[config.mk]
export PLATFORM = sky130hd
export DESIGN_NAME = coef_load_ctrl
export DESIGN_NICKNAME = d
export VERILOG_FILES = /design/src/rtl/coef_load_ctrl.sv
export SDC_FILE = /design/constraint.sdc
export NUM_CORES = 1
export LEC_CHECK = 0
export ABC_CLOCK_PERIOD_IN_PS = 1150
export BUFFER_PORTS_ARGS = -buffer_cell sky130_fd_sc_hd__buf_2
export CAP_MARGIN = 20
export CORE_ASPECT_RATIO = 2
export CORE_MARGIN = 2
export CORE_UTILIZATION = 45
export DETAILED_ROUTE_END_ITERATION = 12
export PLACE_DENSITY = 0.86
export SYNTH_ARGS = -nofsm -noshare
export SYNTH_HDL_FRONTEND = slang
export SYNTH_SLANG_ARGS = --single-unit
[constraint.sdc]
create_clock -name iClk_12M -period 1.15 [get_ports iClk_12M]
set_input_delay 0 -clock iClk_12M [delete_from_list [all_inputs] [get_ports iClk_12M]]
set_output_delay 0 -clock iClk_12M [all_outputs]
set_load 0.1 [all_outputs]
[src/rtl/coef_load_ctrl.sv]
// coef_load_ctrl: streams 40 coefficients into the 4-bank x 10-tap FIR coefficient SRAMs
module coef_load_ctrl #(
   parameter int COEF_W   = 16,
   parameter int NUM_TAP  = 10,
   parameter int NUM_BANK = 4
) (
   input  logic              iClk_12M,
   input  logic              iRst,
   input  logic              iUpdateFlag,
   input  logic              iCoefValid,
   input  logic [COEF_W-1:0] iCoefData,
   output logic              oCoefReady,
   output logic              oCsn_Upd_1,
   output logic              oCsn_Upd_2,
   output logic              oCsn_Upd_3,
   output logic              oCsn_Upd_4,
   output logic              oWrn_Upd_1,
   output logic              oWrn_Upd_2,
   output logic              oWrn_Upd_3,
   output logic              oWrn_Upd_4,
   output logic [3:0]        oAddr_Upd,
   output logic [COEF_W-1:0] oWrDt_Upd,
   output logic [5:0]        oWrCnt,
   output logic              oUpdDone,
   output logic              oErrShort,
   output logic              oErrExtra
);
   typedef enum logic [1:0] {IDLE, LOAD, DONE} state_t;
   state_t            r_state, w_next;
   logic [1:0]        r_bank;
   logic [3:0]        r_tap;
   logic [3:0]        r_we;
   logic [3:0]        r_addr;
   logic [COEF_W-1:0] r_data;
   logic [5:0]        r_cnt;
   logic              r_done, r_err_short, r_err_extra;
   logic              w_accept, w_start, w_last;
   assign w_last = (r_bank == 2'(NUM_BANK-1)) && (r_tap == 4'(NUM_TAP-1));
   // next state, ready and beat acceptance; a beat offered while the window closes is refused
   always_comb begin
      w_next     = r_state;
      oCoefReady = 1'b0;
      w_accept   = 1'b0;
      w_start    = 1'b0;
      case (r_state)
         IDLE: if (iUpdateFlag) begin
            w_next  = LOAD;
            w_start = 1'b1;
         end
         LOAD: begin
            oCoefReady = 1'b1;
            if (!iUpdateFlag) w_next = IDLE;
            else if (iCoefValid) begin
               w_accept = 1'b1;
               if (w_last) w_next = DONE;
            end
         end
         DONE: if (!iUpdateFlag) w_next = IDLE;
         default: w_next = IDLE;
      endcase
   end
   // state register
   always_ff @(posedge iClk_12M or posedge iRst)
      if (iRst) r_state <= IDLE;
      else r_state <= w_next;
   // counters, one-cycle write strobe and sticky status flags
   always_ff @(posedge iClk_12M or posedge iRst)
      if (iRst) begin
         r_bank      <= '0;
         r_tap       <= '0;
         r_we        <= '0;
         r_addr      <= '0;
         r_data      <= '0;
         r_cnt       <= '0;
         r_done      <= 1'b0;
         r_err_short <= 1'b0;
         r_err_extra <= 1'b0;
      end else begin
         r_we <= '0;
         if (w_start) begin
            r_bank      <= '0;
            r_tap       <= '0;
            r_cnt       <= '0;
            r_done      <= 1'b0;
            r_err_short <= 1'b0;
            r_err_extra <= 1'b0;
         end
         if (w_accept) begin
            r_we   <= 4'b0001 << r_bank;
            r_addr <= r_tap;
            r_data <= iCoefData;
            r_cnt  <= (r_cnt == 6'(NUM_TAP*NUM_BANK)) ? r_cnt : r_cnt + 6'd1;
            r_done <= w_last;
            if (!w_last) begin
               r_tap  <= (r_tap == 4'(NUM_TAP-1)) ? 4'd0 : r_tap + 4'd1;
               r_bank <= (r_tap == 4'(NUM_TAP-1)) ? r_bank + 2'd1 : r_bank;
            end
         end
         if (r_state == LOAD && !iUpdateFlag) r_err_short <= 1'b1;
         if (r_state == DONE && iCoefValid) r_err_extra <= 1'b1;
      end
   assign {oCsn_Upd_4, oCsn_Upd_3, oCsn_Upd_2, oCsn_Upd_1} = ~r_we;
   assign {oWrn_Upd_4, oWrn_Upd_3, oWrn_Upd_2, oWrn_Upd_1} = ~r_we;
   assign oAddr_Upd = r_addr;
   assign oWrDt_Upd = r_data;
   assign oWrCnt    = r_cnt;
   assign oUpdDone  = r_done;
   assign oErrShort = r_err_short;
   assign oErrExtra = r_err_extra;
endmodule

==> reports/summary.log <==
[outcome] result of the run finished, violations left
[outcome] failing checks setup timing
[cells_and_area] share of cells above drive strength 1 0.656
[critical_path] startpoint of the worst register-to-register path r_state[1]
[logic_synthesis] fraction of synthesized area in multiplexers 0.00548
[min_path] Hold Path Stages 2
[cells_and_area] Finished Cell Area 3440 um2
[detailed_routing] WL/cell 22.4 um
[detailed_routing] detailed-routing iteration count for the pre-antenna-repair pass 5
[cts] clock net sink count 41
[die] floorplan die area 4620 um2
[global_route] global-route wire length before repair 9230 um
[logic_synthesis] fraction of synthesis flops using an asynchronous set or reset pin 1.00
[sta] final setup violation count 44
[sta] measured slew at the worst slew-check pin 508 ps
[logic_synthesis] ys flop type sky130_fd_sc_hd__dfrtp_1
[cells_and_area] most frequent standard cell in the layout excluding fill and tap cells sky130_fd_sc_hd__buf_2
[global_route] grt met1 use 0.242
[critical_path] required time reported for the critical path endpoint 1350 ps
[sta] time the worst path needs with I/O delays and setup 1450 ps
[critical_path] Worst setup EP type register
[sta] Achievable Freq 0.692 GHz
[critical_path] endpoint arrival time on the critical path 1650 ps
[cts] root buf cell sky130_fd_sc_hd__clkbuf_8
[sta] relative max-transition margin 0.664
[logic_synthesis] Synth warnings 0
[cts] clock-pin slew of the registers on the worst-case setup and hold paths 100 ps
[sta] final worst slack -296 ps
[power_and_ir_drop] Worst IR Drop VDD 1.39 mV
[logic_synthesis] count of mapped cells out of synthesis 197
[logic_synthesis] number of enable flip-flop cells after synthesis 0
[sta] post-route clock period utilization 1.26
[logic_synthesis] post-synthesis sequential area ratio 0.561
[placement] post-DP HPWL 3400 um
[critical_path] capture point of the critical path oAddr_Upd[3]
[placement] weighted congestion reported at the end of routability-driven placement 0.796
[cts] Clk Latency, worst-skew pair 320 ps
[cells_and_area] Final Instance Count excl. Fillers 365
[critical_path] Critical Path Max Stage Delay 440 ps
[detailed_routing] mean number of vias per cell 5.69
[cts] total clock buffers created by CTS 5
[critical_path] critical path cell sequence inv_2, nand4_1, buf_6, clkbuf_16, nand2_4, nand2_1
[cells_and_area] synthesis-to-finish area growth 88.3%
[global_route] met2 track demand over resource 0.508
[logic_synthesis] unique cell type count in the Yosys netlist 25
[min_path] Hold Crit Class input pin to register
[power_and_ir_drop] standby leakage power 0.00162 uW
[critical_path] terminus of the critical flop-to-flop path oAddr_Upd[3]
[logic_synthesis] synthesis-stage register bit count 41
[critical_path] register-to-register setup slack -300 ps
[logic_synthesis] synthesized-area fraction occupied by adder cells 0.0411
[critical_path] crit path max-delay cell type sky130_fd_sc_hd__dfrtp_2
[global_route] highest-utilization routing layer at the global route stage met2
[cts] number of buffers between clock root and the deepest sink 2
[global_route] total grt overflow 0
[logic_synthesis] combined area of all synthesized cells 1830 um2
[logic_synthesis] post-synthesis simple-gate area fraction 0.234
[detailed_routing] Vias 2078
[placement] number of instances in the placed design 322
[sta] maximum clock skew at final layout 14.7 ps
[die] core outline area 3880 um2
[logic_synthesis] post-synth top area cell sky130_fd_sc_hd__dfrtp_1
[global_route] largest net degree at the start of global routing 42
[logic_synthesis] xor-xnor portion of the synthesized cell area 0.0144
[detailed_routing] DRC violation count after routing 0
[power_and_ir_drop] power density of the placed cells 1380 nW/um2
[detailed_routing] First DRT Iteration DRCs 89
[die] die height 94.1 um
[critical_path] number of cells on the worst reg-to-reg path 6
[global_route] GRT Resource Usage Total 0.267
[sta] setup repair after global routing missed its margin yes
[placement] cell area reported after detailed placement 2630 um2
[critical_path] Critical Path Source r_state[1]
[die] Starting Density 0.471
[sta] max-slew violation count 0
[logic_synthesis] leading cell types by total area after synthesis sky130_fd_sc_hd__dfrtp_1, sky130_fd_sc_hd__nand2_1, sky130_fd_sc_hd__ha_1
[logic_synthesis] fraction of post-synthesis cell area in the top cell type by area 0.561
[critical_path] type of element launching the critical path register
[cells_and_area] nets 339
[placement] Port Buf Inserts 57
[critical_path] category of the most critical setup path register to register
[cells_and_area] most used cells in the layout excluding fill and tap cells sky130_fd_sc_hd__buf_2, sky130_fd_sc_hd__nand2_1, sky130_fd_sc_hd__dfrtp_2
[global_route] GR met3 Demand/Resource 0.0525
[die] I/O pin total 58
[run] # Max-Cap Violations 0
[logic_synthesis] mean post-synth cell area 9.28 um2
[logic_synthesis] dominant combinational cell family by area after synthesis simple AND/OR/NAND/NOR gates
[die] number of rows created at floorplan 32
[global_route] number of global-route vias before repair 2032
[detailed_routing] Final Routed Wirelength 8160 um
[sta] final hold viol count 0
[global_route] antenna violations before repair 0
[cells_and_area] total inserted antenna cells 0
[critical_path] largest driver fanout on the critical path 8
[die] Die Width 49.1 um
[cts] clock tree from TritonCTS yes
[logic_synthesis] Post-Synthesis Net Count 223
[detailed_routing] residual antenna-violating net count after detailed routing 0
[logic_synthesis] Compound-Gate Fraction of Synth Area 0.0808
[cts] number of H-tree levels 2
==> where the power goes <==
part | internal [uW] | leakage [uW] | switching [uW]
Sequential | 1590 | 0.000496 | 138
Combinational | 463 | 0.00107 | 1310
Clock | 651 | 0.0000543 | 589
==> sequential cells by signal, summed over array words and instances (netlist names) <==
signal	cells
oAddr_Upd	4
oUpdDone	1
oWrCnt	6
oErrExtra	1
oWrDt_Upd	16
r_bank	2
r_state	2
r_we	4
oErrShort	1
r_tap	4
==> cell families after synthesis <==
kind of cell,Yosys count
AOI/OAI and AO/OA,25
xor gates and xnor gates,3
adders and majority gates,6
buffers and inverters,24
DFF,41
muxes,1
and+or+nand+nor,97
==> area by class of cell <==
cell class                      count  area (um2)
Clock buffer                        5        68.8
Clock inverter                      3        46.3
Fill cell                         162         442
Inverter                           14        72.6
Multi-Input combinational cell    132         982
Sequential cell                    41        1070
Tap cell                           51        63.8
Timing Repair Buffer              119        1140
==> worst max-delay path: cells and delay by family (launching register included) <==
kind,cells,cell delay [ps]
DFF,1,440
buffers and inverters,3,540
and+or+nand+nor,3,370
==> Yosys cell counts (all sizes together) (2+ instances only) <==
| cell | n |
|---|---|
| nand2 | 67 |
| dfrtp | 41 |
| inv | 14 |
| buf | 10 |
| nor2 | 10 |
| o21ai | 10 |
| a21oi | 6 |
| ha | 6 |
| nand3 | 6 |
| and2 | 4 |
| nand4 | 3 |
| o22ai | 3 |
| xor2 | 3 |
| a22oi | 2 |
| nand4b | 2 |
| o32ai | 2 |
==> layer usage <==
layer | part of all wire | routed length (um)
met1 | 0.31 | 2550
met2 | 0.56 | 4600
met3 | 0.061 | 495
met4 | 0.063 | 512
met5 | 0 | 0
==> metrics by stage <==
stage	setup TNS (ps)	util	setup WS, ps	total power [uW]	hold WS [ps]
after floorplan	-930	-	-225	2790	105
after global placement	-1180	0.677	-54.5	3110	69.0
after detailed placement	-2950	0.677	-128	3140	74.8
after CTS	-3150	0.794	-135	4430	15.8
after global routing	-9820	0.886	-318	4840	28.6
final	-8610	0.886	-296	4740	36.9
==> what timing repair did <==
action / CTS / global route
setup endpoints to repair: 38 / 44
hold buffers: 17 / 0
cloned: 2 / 3
resized for setup: 34 / 71
buffers inserted: 6 / 7
pin swaps: 13 / 38
hold endpoints to repair: 57 / 0
==> how the worst min path moves through the flow <==
stage | from | end
after floorplan | iCoefData[0] | oWrDt_Upd[0]
after global placement | iRst | r_tap[2]
after detailed placement | iRst | r_tap[3]
after CTS | iCoefValid | r_state[0]
after global routing | iCoefValid | r_state[0]
final | iCoefValid | r_state[0]
No activity file was read; power rests on OpenSTA's default activity.
